[src/rtl/contador_display_if.sv]
// Bundles the counter value feeding the display stage with the BCD result,
// the busy flag and the multiplexed 7-segment drive.
interface contador_display_if;
   logic [7:0]  value;
   logic [6:0]  seg;
   logic [2:0]  an;
   logic [11:0] bcd;
   logic        busy;

   modport master (output value, input seg, input an, input bcd, input busy);
   modport slave  (input value, output seg, output an, output bcd, output busy);
endinterface

[src/rtl/contador_display.sv]
// Converts the 8-bit count to BCD with a sequential double-dabble engine and
// drives a 3-digit multiplexed common-anode 7-segment display with leading-zero blanking.
module contador_display #(
   parameter int REFRESH_DIV = 1000
) (
   input logic                clk,
   input logic                rst,
   contador_display_if.slave  bus
);

   localparam int PW = (REFRESH_DIV > 1) ? $clog2(REFRESH_DIV) : 1;

   typedef enum logic [1:0] {IDLE, SHIFT, DONE} state_t;

   state_t      state, state_next;
   logic [7:0]  shreg, shreg_next;
   logic [11:0] scratch, scratch_next, adj;
   logic [2:0]  iter, iter_next;
   logic [11:0] bcd_q, bcd_next;

   logic [PW-1:0] presc;
   logic [1:0]    idx;
   logic [6:0]    seg_q, seg_next;
   logic [2:0]    an_q, an_next;
   logic [3:0]    digit;
   logic          blank;

   always_ff @(posedge clk) begin
      if (rst) begin
         state   <= IDLE;
         shreg   <= '0;
         scratch <= '0;
         iter    <= '0;
         bcd_q   <= '0;
      end else begin
         state   <= state_next;
         shreg   <= shreg_next;
         scratch <= scratch_next;
         iter    <= iter_next;
         bcd_q   <= bcd_next;
      end
   end

   // Add-3 correction is applied before the shift so no nibble exceeds 9 afterwards.
   always_comb begin
      adj = scratch;
      for (int i = 0; i < 3; i++) begin
         if (scratch[4*i +: 4] >= 4'd5)
            adj[4*i +: 4] = scratch[4*i +: 4] + 4'd3;
      end
   end

   always_comb begin
      state_next   = state;
      shreg_next   = shreg;
      scratch_next = scratch;
      iter_next    = iter;
      bcd_next     = bcd_q;
      case (state)
         IDLE: begin
            shreg_next   = bus.value;
            scratch_next = '0;
            iter_next    = '0;
            state_next   = SHIFT;
         end
         SHIFT: begin
            {scratch_next, shreg_next} = {adj, shreg} << 1;
            iter_next = iter + 3'd1;
            if (iter == 3'd7)
               state_next = DONE;
         end
         DONE: begin
            bcd_next   = scratch;
            state_next = IDLE;
         end
         default: state_next = IDLE;
      endcase
   end

   always_ff @(posedge clk) begin
      if (rst) begin
         presc <= '0;
         idx   <= '0;
         seg_q <= 7'b1000000;
         an_q  <= 3'b110;
      end else begin
         seg_q <= seg_next;
         an_q  <= an_next;
         if (presc == PW'(REFRESH_DIV - 1)) begin
            presc <= '0;
            idx   <= (idx == 2'd2) ? 2'd0 : idx + 2'd1;
         end else begin
            presc <= presc + PW'(1);
         end
      end
   end

   // Leading-zero blanking looks at the higher digits of the whole result.
   always_comb begin
      digit = 4'd0;
      blank = 1'b1;
      an_next = 3'b111;
      case (idx)
         2'd0: begin
            digit   = bcd_q[3:0];
            blank   = 1'b0;
            an_next = 3'b110;
         end
         2'd1: begin
            digit   = bcd_q[7:4];
            blank   = (bcd_q[11:8] == 4'd0) && (bcd_q[7:4] == 4'd0);
            an_next = 3'b101;
         end
         2'd2: begin
            digit   = bcd_q[11:8];
            blank   = (bcd_q[11:8] == 4'd0);
            an_next = 3'b011;
         end
         default: ;
      endcase
   end

   always_comb begin
      seg_next = 7'b1111111;
      if (!blank) begin
         case (digit)
            4'd0: seg_next = 7'b1000000;
            4'd1: seg_next = 7'b1111001;
            4'd2: seg_next = 7'b0100100;
            4'd3: seg_next = 7'b0110000;
            4'd4: seg_next = 7'b0011001;
            4'd5: seg_next = 7'b0010010;
            4'd6: seg_next = 7'b0000010;
            4'd7: seg_next = 7'b1111000;
            4'd8: seg_next = 7'b0000000;
            4'd9: seg_next = 7'b0010000;
            default: seg_next = 7'b1111111;
         endcase
      end
   end

   assign bus.bcd  = bcd_q;
   assign bus.busy = (state == SHIFT) || (state == DONE);
   assign bus.seg  = seg_q;
   assign bus.an   = an_q;

endmodule

[src/flat_wrapper.sv]
// flat-port wrapper written by rule: the top's interface ports become plain ports
module contador_display_flat 
#(
   parameter int REFRESH_DIV = 1000
)
  (clk, rst, bus_value, bus_seg, bus_an, bus_bcd, bus_busy);
  contador_display_if bus_i ();
  input logic clk;
  input logic rst;
  input wire logic [$bits(bus_i.value)-1:0] bus_value;
  output wire logic [$bits(bus_i.seg)-1:0] bus_seg;
  output wire logic [$bits(bus_i.an)-1:0] bus_an;
  output wire logic [$bits(bus_i.bcd)-1:0] bus_bcd;
  output wire logic [$bits(bus_i.busy)-1:0] bus_busy;
  assign bus_i.value = bus_value;
  assign bus_seg = bus_i.seg;
  assign bus_an = bus_i.an;
  assign bus_bcd = bus_i.bcd;
  assign bus_busy = bus_i.busy;
  contador_display #(.REFRESH_DIV(REFRESH_DIV)) u_core (.clk(clk), .rst(rst), .bus(bus_i));
endmodule
[config.mk]
export PLATFORM = sky130hd
export DESIGN_NAME = contador_display_flat
export DESIGN_NICKNAME = d
export VERILOG_FILES = /design/src/rtl/contador_display_if.sv /design/src/rtl/contador_display.sv /design/src/flat_wrapper.sv
export SDC_FILE = /design/constraint.sdc
export NUM_CORES = 1
export LEC_CHECK = 0
export CORE_MARGIN = 4
export CORE_UTILIZATION = 55
export DETAILED_ROUTE_END_ITERATION = 16
export PLACE_DENSITY = 0.81
export RECOVER_POWER = 25
export REMOVE_ABC_BUFFERS = 1
export SLEW_MARGIN = 20
export SYNTH_ARGS = -nofsm -noshare
export SYNTH_HDL_FRONTEND = slang
export SYNTH_SLANG_ARGS = --single-unit
[constraint.sdc]
create_clock -name clk -period 2.77 [get_ports clk]
set_input_delay 0.4155 -clock clk [delete_from_list [all_inputs] [get_ports clk]]
set_output_delay 0.4155 -clock clk [all_outputs]
set_load 0.05 [all_outputs]
After elaboration in Yosys (flattened, before gate mapping). Memories as Yosys holds them, arrays and structs flattened. Index checks and enable logic that the tools add are counted.

Register bits after elaboration: 59. ROM bits: 112. Logic and storage cells: 49. Memories kept: 1.

$add $sub $neg: 6. Magnitude comparators: 3. Equality and inequality tests: 7. Multiplexer cells: 13. Reduce and logical (&&, ||, !) cells: 9.

Memory list: (name not given) (depth 16, bits a word 7, rd ports 1, clocked after Yosys merged registers in 0, wr ports 0, RTL line contador_display.sv:126) `case (digit)`.

Operators with widths (count): $pmux 12 s2 (1); $pmux 8 s2 (1); $ge 4x3->1 const B (3); $pmux 4 s3 (1); $add 10x1->10 const B (1); $eq 10x10->1 const B (1); $pmux 3 s3 (1); $add 4x2->4 const B (2); $logic_not 4->1 (2); $mux 4 (2); $mux 6 (1); $pmux 3 s2 (1); $eq 2x1->1 const B (2); $eq 2x2->1 const B (2); $logic_not 2->1 (2); $mux 2 (2); $pmux 2 s2 (1); $reduce_or 2->1 (2); $add 3x1->3 const B (1); $add 3x2->3 const B (1); $eq 3x3->1 const B (1); $mux 3 (1); $pmux 1 s3 (1); $add 2x1->2 const B (1); other kinds (4) (4).

Depth between registers and ports, before layout. Gate-level depths: netlist of the first run.

Word-level depth: 4. Depth in mapped cells: 9.

Worst setup path before layout of the first run. Ideal clock, no wire load.

Path kind: register -> register. Start point: reg u_core.idx[1]. End point: reg u_core.seg_q[6], in the netlist u_core.bus.seg[6]. Library setup time: 134 ps. Arrival: 1687 ps. Required time: 2636 ps. Setup slack: 950 ps. Cell stages (with the launch flop): 9. Buffers on the path: 1. Period minus slack after synthesis: 1820 ps. Path through: dfxtp_1 > buf_6 > mux2i_1 > a2bb2oi_1 > inv_1 > ha_1 > and2_1 > a21oi_1 > o311ai_2.

Word-level cells in the longest chain between the ends: 3.

Ends and longest elaborated chain: start, declared (RTL line contador_display.sv:22) `logic [1:0] idx;`; start signal, assigned (RTL line contador_display.sv:91) `idx <= (idx == 2'd2) ? 2'd0 : idx + 2'd1;`; $eq 2x2->1, or another cell as far along (RTL line contador_display.sv:103) `case (idx)`; $pmux 4 s3 / $pmux 1 s3 (equally long branches) (RTL line contador_display.sv:103); $mem_v2 16x7 / $reduce_or 2->1 (equally long branches); end signal, assigned (RTL line contador_display.sv:87) `seg_q <= seg_next;`; end, declared (RTL line contador_display.sv:23) `logic [6:0] seg_q, seg_next;`.

Several ways; a longest one is shown, not always the timed one. A chain may end at the register's enable or synchronous reset.

Final worst setup path of the first run.
Start point: reg u_core.idx[0]. End point: reg u_core.seg_q[4], in the netlist u_core.bus.seg[4].

Word-level cells in the longest chain between the ends: 4.

Ends and longest elaborated chain: $eq 2x2->1, or another cell as far along (RTL line contador_display.sv:103); $pmux 4 s3 (RTL line contador_display.sv:103); $mem_v2 16x7; $mux 6 (*) (RTL line contador_display.sv:125) `if (!blank) begin`.

Every way passes the cells marked *; elsewhere a longest branch is shown, timed or not.

==> results of run 1 <==
kinds of logic (layout without fill, tap and decap cells):
group                    count (synthesis)  count (layout)
flip-flops                              59              59
multiplexers                            31              31
buffers and inverters                   28              62
adder cells (fa/ha/maj)                 17              17
AND/OR/NAND/NOR                        106             106
XOR/XNOR                                13              13
AO/OA/AOI/OAI                           53              53
power by group:
| part | switching, mW | internal [mW] | leakage [nW] |
|---|---|---|---|
| registers | 0.0124 | 0.870 | 0.478 |
| clock network | 0.328 | 0.522 | 0.108 |
| logic | 0.0903 | 0.0611 | 0.712 |
| total | 0.431 | 1.45 | 1.30 |
path summary, 6_finish.rpt:
kind	endpoint	depth (start not counted)
worst max-delay path	u_core.bus.seg[4]$_SDFF_PP0_	7
worst min-delay path	u_core.presc[0]$_SDFF_PP0_	1
worst max register to register	u_core.bus.seg[4]$_SDFF_PP0_	7
worst min register to register	u_core.presc[0]$_SDFF_PP0_	1
final cells by class:
cell class	count	area, sq um	area share
clock inverters	5	77.6	0.0231
clock buffers	10	138	0.0409
multi-input cells	220	1500	0.445
flip-flops and latches	59	1180	0.351
inverters	11	41.3	0.0123
well taps	67	83.8	0.0249
repair buffers	36	347	0.103
per-stage QoR:
step	std cells	cell area, sq um	util	total power [mW]	hold slack [ns]
after CTS	408	3370	0.696	1.90	0.450
final	408	3360	0.694	1.88	0.450
after global placement	393	3160	0.652	1.05	0.427
after detailed placement	393	3160	0.652	1.06	0.435
after global routing	408	3360	0.694	1.96	0.454
after floorplan	290	2730	-	1.00	0.413
registers in the layout, summed over array words and instances (netlist names):
signal          cells
u_core.bus.an       3
u_core.bus.bcd     12
u_core.bus.seg      7
u_core.idx          2
u_core.iter         3
u_core.presc       10
u_core.scratch     12
u_core.shreg        8
u_core.state        2
critical path: cells and delay by family, from the launching register on:
| kind | cells | cell delay, ns |
|---|---|---|
| AND/OR/NAND/NOR | 2 | 0.65 |
| flip-flops | 1 | 0.62 |
| AO/OA/AOI/OAI | 3 | 0.60 |
| adder cells (fa/ha/maj) | 1 | 0.19 |
| buffers and inverters | 1 | 0.18 |
routing by layer:
layer	track usage	wire length [um]	part of all wire
met5	0	0	0
met2	0.317	2620	0.49
met1	0.220	2450	0.46
met4	0.0895	80	0.015
met3	0.0508	229	0.043
cells in the final DEF (no fill, tap or decap), drive strengths merged, types with 3 or more instances in the layout:
| cell | netlist | final |
|---|---|---|
| a21oi | 25 | 25 |
| a2bb2oi | 4 | 4 |
| and2 | 3 | 3 |
| buf | 11 | 3 |
| clkbuf | 6 | 11 |
| clkdlybuf4s50 | 0 | 31 |
| dfxtp | 59 | 59 |
| ha | 17 | 17 |
| inv | 11 | 11 |
| mux2i | 29 | 29 |
| nand2 | 7 | 7 |
| nand2b | 5 | 5 |
| nand3 | 7 | 7 |
| nor2 | 61 | 61 |
| nor3 | 5 | 5 |
| nor3b | 6 | 6 |
| o21ai | 11 | 11 |
| or3b | 3 | 3 |
| xnor2 | 9 | 9 |
| xor2 | 4 | 4 |
==> impl_metrics.tcl, run 1 <==
set metrics [dict create \
    synth_cell_type_count 44 \
    critPathArrivalTime_ns 2.57 \
    post_synth_main_area_contributors "dfxtp_1 42%, mux2i_1 9.9%, nor2_1 8.0%" \
    dpl_worst_slack_ns 0.568 \
    crit_path_start "u_core.idx[0]$_SDFFE_PP0P_" \
    grt_util_all_layers 0.188 \
    max_slew.worst_pin.slew_ns 0.855 \
    synth-compound-area-share 0.124 \
    clkSlewWorstSetupHoldPaths_ns 0.07 \
    critPathRequiredTime_ns 2.97 \
    post-synth-top-area-fraction 0.417 \
    insertedDiodeCount 0 \
    grt_overflow_total 0 \
    yosys_warnings 0 \
    fin_nets 364 \
    vias_per_inst 5.30 \
    synth_most_common_cell "nor2_1" \
    synth_edf_count 0 \
    cp_max_fo 13 \
    register_to_register_setup_slack_ns 0.40 \
    setup_viol 0 \
    synth_top_family_by_area "simple AND/OR/NAND/NOR gates" \
    first_global_vias 2081 \
    n_fill_cell 386 \
    cts_hold_buffers 0 \
    worst-setup-path-type "reg -> reg" \
    detail_route.drc_violations 0 \
    drv_slew 0 \
    area_growth_pct 18.7 \
    ys_top_cells_by_count "60 x nor2_1, 59 x dfxtp_1, 28 x mux2i_1" \
    post_synth.cell_area_avg_sq_um 9.23 \
    num_rows 25 \
    adder_and_majority_gate_portion_of_the_synthesized_area 0.0751 \
    synthMuxAreaShare 0.112 \
    post-cts-setup-buffers 0 \
    min_period_over_period 0.857 \
    clk_path_buf_depth 2 \
    drt_first_iter_violations 90 \
    grt_pass1_wl_um 9320 \
    synthesis.instances 307 \
    critical-path-slowest-cell "dfxtp_1" \
    drive_gt1_frac 0.0909 \
    insertion_delay_ns 0.34 \
    max_stage_delay_ns 0.62 \
    floorplan.io_pins 33 \
    clock-sinks 59 \
    leakage_nw 1.30 \
    final_worst_setup_slack_ns 0.396 \
    synth-simple-area-share 0.180 \
    floorplan.core_area_sq_um 4850 \
    die-width_um 79.8 \
    power.density_cell_area_nw_per_um2 560 \
    max-slew-margin-rel 0.430 \
    netlist.top_cell.by_area "dfxtp_1" \
    synth_xor_xnor_area_share 0.0402 \
    skew_ns 0.00776 \
    cts.repair.resized 0 \
    timing.fmax_mhz 421 \
    timing.setup.tns_ns 0 \
    cts_tree "built" \
    root_buffer "clkbuf_8" \
    route.vias.total 2163 \
    synth_flop_cell "dfxtp_1" \
    outcome "finished clean" \
    flops_latches_synth 59 \
    count_of_nets_left_with_antenna_violations_after_detail_routing 0 \
    drt-total-wl_um 5380 \
    rr_startpoint "u_core.idx[0]$_SDFFE_PP0P_" \
    grt_max_degree 24 \
    die_area_sq_um 6360 \
    post_synth_instance_area_sq_um 2830 \
    cap_viol_max_count 0 \
    worstHoldStart "u_core.presc[0]$_SDFF_PP0_" \
    cp_startpoint_kind "register" \
    cts-buffers-inserted 9 \
    wl_per_cell_um 13.2 \
    worstPathCellList "nor2b_1 > a21oi_1 > inv_1 > ha_1 > nor2_1 > a211oi_1 > a311oi_1" \
    initial_antenna_violation_count 0 \
    async_s_r_ff_share_synth 0 \
    grt_setup_unrepaired "false" \
    hold_viol 0 \
    crit_path_end_kind "register" \
    gp_congestion 0.844 \
    dr.pass1.iters 4 \
    die-height_um 79.8 \
    hold_path.class "reg -> reg" \
    numPortBuffers 32 \
    synth-seq-area-share 0.417 \
    start_util 0.584 \
    min_period_ns 2.37 \
    hpwlAfterDp_um 3920 \
    cts.htree.levels 3 \
    vdd.ir_drop.worst_uv 350 \
]
No activity file was read; power rests on OpenSTA's default activity.
==> run 2: changes to the inputs <==
--- a/config.mk
+++ b/config.mk
@@ -5,8 +5,10 @@
 export SDC_FILE = /design/constraint.sdc
 export NUM_CORES = 1
 export LEC_CHECK = 0
+export CAP_MARGIN = 0
 export CORE_MARGIN = 4
 export CORE_UTILIZATION = 55
+export CTS_BUF_LIST = sky130_fd_sc_hd__clkbuf_16
 export DETAILED_ROUTE_END_ITERATION = 16
 export PLACE_DENSITY = 0.81
 export RECOVER_POWER = 25
==> run 2 against run 1 <==
Effect of this change:
- cell count did not move
- total power grew 16%
- flip-flop and latch count unchanged
- fmax shrank 2.5%
- non-clock buffer count unchanged
- sequential share of layout area down 0.93 points
- critical path type unchanged
- critical endpoint unchanged
- largest cell class unchanged
==> impl_metrics.tcl, run 2 (same netlist as run 1, synthesis figures left out) <==
set metrics [dict create \
    intPower_mw 1.71 \
    switching_component_of_the_power_uw 477 \
    report.power.total_mw 2.18 \
    cap_viol_max_count 0 \
    setup_viol 0 \
    power.share.sequential 0.405 \
    area_growth_pct 22.0 \
    fin_util 0.713 \
    grt_pass1_wl_um 9650 \
    whs_endpoint "u_core.presc[0]$_SDFF_PP0_" \
    vdd.ir_drop.worst_uv 397 \
    clkSlewWorstSetupHoldPaths_ns 0.05 \
    hold_path.class "reg -> reg" \
    initial_antenna_violation_count 0 \
    vias_per_inst 5.37 \
    timing.fmax_mhz 411 \
    worstPathCellList "nor2b_1 > a21oi_1 > inv_1 > ha_1 > nor2_1 > a211oi_1 > a311oi_1" \
    critPathArrivalTime_ns 2.62 \
    p_clk_frac 0.525 \
    clock-sinks 59 \
    grt_max_degree 24 \
    rr_startpoint "u_core.idx[0]$_SDFFE_PP0P_" \
    layout.cells.most_common_list "60 x nor2_1, 59 x dfxtp_1, 31 x clkdlybuf4s50_1, 28 x mux2i_1, 24 x a21oi_1" \
    drive_gt1_frac 0.0880 \
    floorplan.core_area_sq_um 4850 \
    first_global_vias 2155 \
    cts.htree.levels 3 \
    drt-total-wl_um 5720 \
    cts_tree "built" \
    die-width_um 79.8 \
    wl_per_cell_um 14.0 \
    switching_share 0.218 \
    worst_r2r_endpoint "u_core.bus.seg[4]$_SDFF_PP0_" \
    drt_first_iter_violations 105 \
    register_to_register_setup_slack_ns 0.34 \
    max_slew.worst_pin.slew_ns 0.856 \
    crit_path_end_kind "register" \
    floorplan.io_pins 33 \
    power.density_cell_area_nw_per_um2 632 \
    hold_viol 0 \
    cp_startpoint_kind "register" \
    worst-r2r-cell-count 7 \
    clk_path_buf_depth 2 \
    worst-setup-path-type "reg -> reg" \
    fin_nets 364 \
    skew_ns 0.00445 \
    mostFrequentLayoutCell "nor2_1" \
    hpwlAfterDp_um 3920 \
    insertedDiodeCount 0 \
    critPathRequiredTime_ns 2.96 \
    post-cts-setup-buffers 0 \
    insertion_delay_ns 0.32 \
    cp_max_fo 13 \
    timing.setup.tns_ns 0 \
    die-height_um 79.8 \
    min_period_ns 2.43 \
    min_period_over_period 0.879 \
    drv_slew 0 \
    cts-buffers-inserted 9 \
    dr.pass1.iters 4 \
    critical-path-slowest-cell "dfxtp_1" \
    start_util 0.584 \
    grt_util_all_layers 0.195 \
    die_area_sq_um 6360 \
    grt_setup_unrepaired "false" \
    detail_route.drc_violations 0 \
    count_of_nets_left_with_antenna_violations_after_detail_routing 0 \
    worstHoldStart "u_core.presc[0]$_SDFF_PP0_" \
    outcome "finished clean" \
    root_buffer "clkbuf_16" \
    max-slew-margin-rel 0.429 \
    grt_overflow_total 0 \
    cts.repair.resized 0 \
    numPortBuffers 32 \
    cts_hold_buffers 0 \
    route.vias.total 2191 \
    leakage_nw 1.34 \
    worstHoldPathCells 1 \
    num_rows 25 \
    p_comb_frac 0.070 \
    gp_congestion 0.844 \
    max_stage_delay_ns 0.63 \
]
-- run 2: cell types whose count changed in the layout (fill, tap and decap cells not counted), sizes merged --
cell,change
clkinv,+1
clkbuf,-1
-- run 2: per-stage QoR --
stage               worst slack [ns]  hold slack, ns  cell area (sq um)  std cells
finish                         0.336           0.446               3450        408
CTS                            0.527           0.447               3470        408
floorplan                      0.833           0.413               2730        290
detailed placement             0.568           0.435               3160        393
global route                   0.205           0.451               3450        408
global placement               0.734           0.427               3160        393
-- run 2: routing by layer --
| metal | vias up | share of wire | global-route usage |
|---|---|---|---|
| met3 | 8 | 0.047 | 0.0542 |
| li1 | 1108 | - | - |
| met4 | 0 | 0.012 | 0.0912 |
| met5 | - | 0 | 0 |
| met1 | 1028 | 0.45 | 0.222 |
| met2 | 47 | 0.49 | 0.335 |
-- run 2: power by group through the flow --
stage / registers [mW] / logic [mW] / clock network (mW)
6_report: 0.884 / 0.153 / 1.15
5_1_grt: 0.886 / 0.171 / 1.19
4_1_cts: 0.884 / 0.155 / 1.16
3_5_place_dp: 0.901 / 0.154 / 0
3_3_place_gp: 0.900 / 0.150 / 0
2_1_floorplan: 0.898 / 0.102 / 0
-- run 2: worst max path at each step --
stage | start | endpoint | slack, ns | cells after the start
after floorplan | u_core.idx[1]$_SDFFE_PP0P_ | u_core.bus.seg[6]$_SDFF_PP1_ | 0.83 | 7
after global placement | u_core.idx[1]$_SDFFE_PP0P_ | u_core.bus.seg[6]$_SDFF_PP1_ | 0.73 | 7
after detailed placement | u_core.idx[1]$_SDFFE_PP0P_ | u_core.bus.seg[6]$_SDFF_PP1_ | 0.57 | 8
after CTS | u_core.idx[1]$_SDFFE_PP0P_ | u_core.bus.seg[6]$_SDFF_PP1_ | 0.53 | 7
after global routing | u_core.idx[0]$_SDFFE_PP0P_ | u_core.bus.seg[4]$_SDFF_PP0_ | 0.21 | 7
final | u_core.idx[0]$_SDFFE_PP0P_ | u_core.bus.seg[4]$_SDFF_PP0_ | 0.34 | 7
-- run 2: layout make-up --
cell class,instances,area (sq um)
Clock inverter,6,81.3
Multi-Input combinational cell,220,1500
Sequential cell,59,1180
Clock buffer,9,225
Tap cell,67,83.8
Inverter,11,41.3
Timing Repair Buffer,36,347
Fill cell,367,1390
-- run 2: critical path: cells and delay by family, from the launching register on --
family	cells	cell delay, ns
AND/OR/NAND/NOR	2	0.68
buffers and inverters	1	0.18
adder cells (fa/ha/maj)	1	0.21
AO/OA/AOI/OAI	3	0.59
flip-flops	1	0.63
==> run 3: changes to the inputs <==
--- a/config.mk
+++ b/config.mk
@@ -5,7 +5,7 @@
 export SDC_FILE = /design/constraint.sdc
 export NUM_CORES = 1
 export LEC_CHECK = 0
-export CAP_MARGIN = 0
+export CAP_MARGIN = 10
 export CORE_MARGIN = 4
 export CORE_UTILIZATION = 55
 export CTS_BUF_LIST = sky130_fd_sc_hd__clkbuf_16
==> results of run 3 <==
Final layout, timing and power as in run 2 (identical DEF).
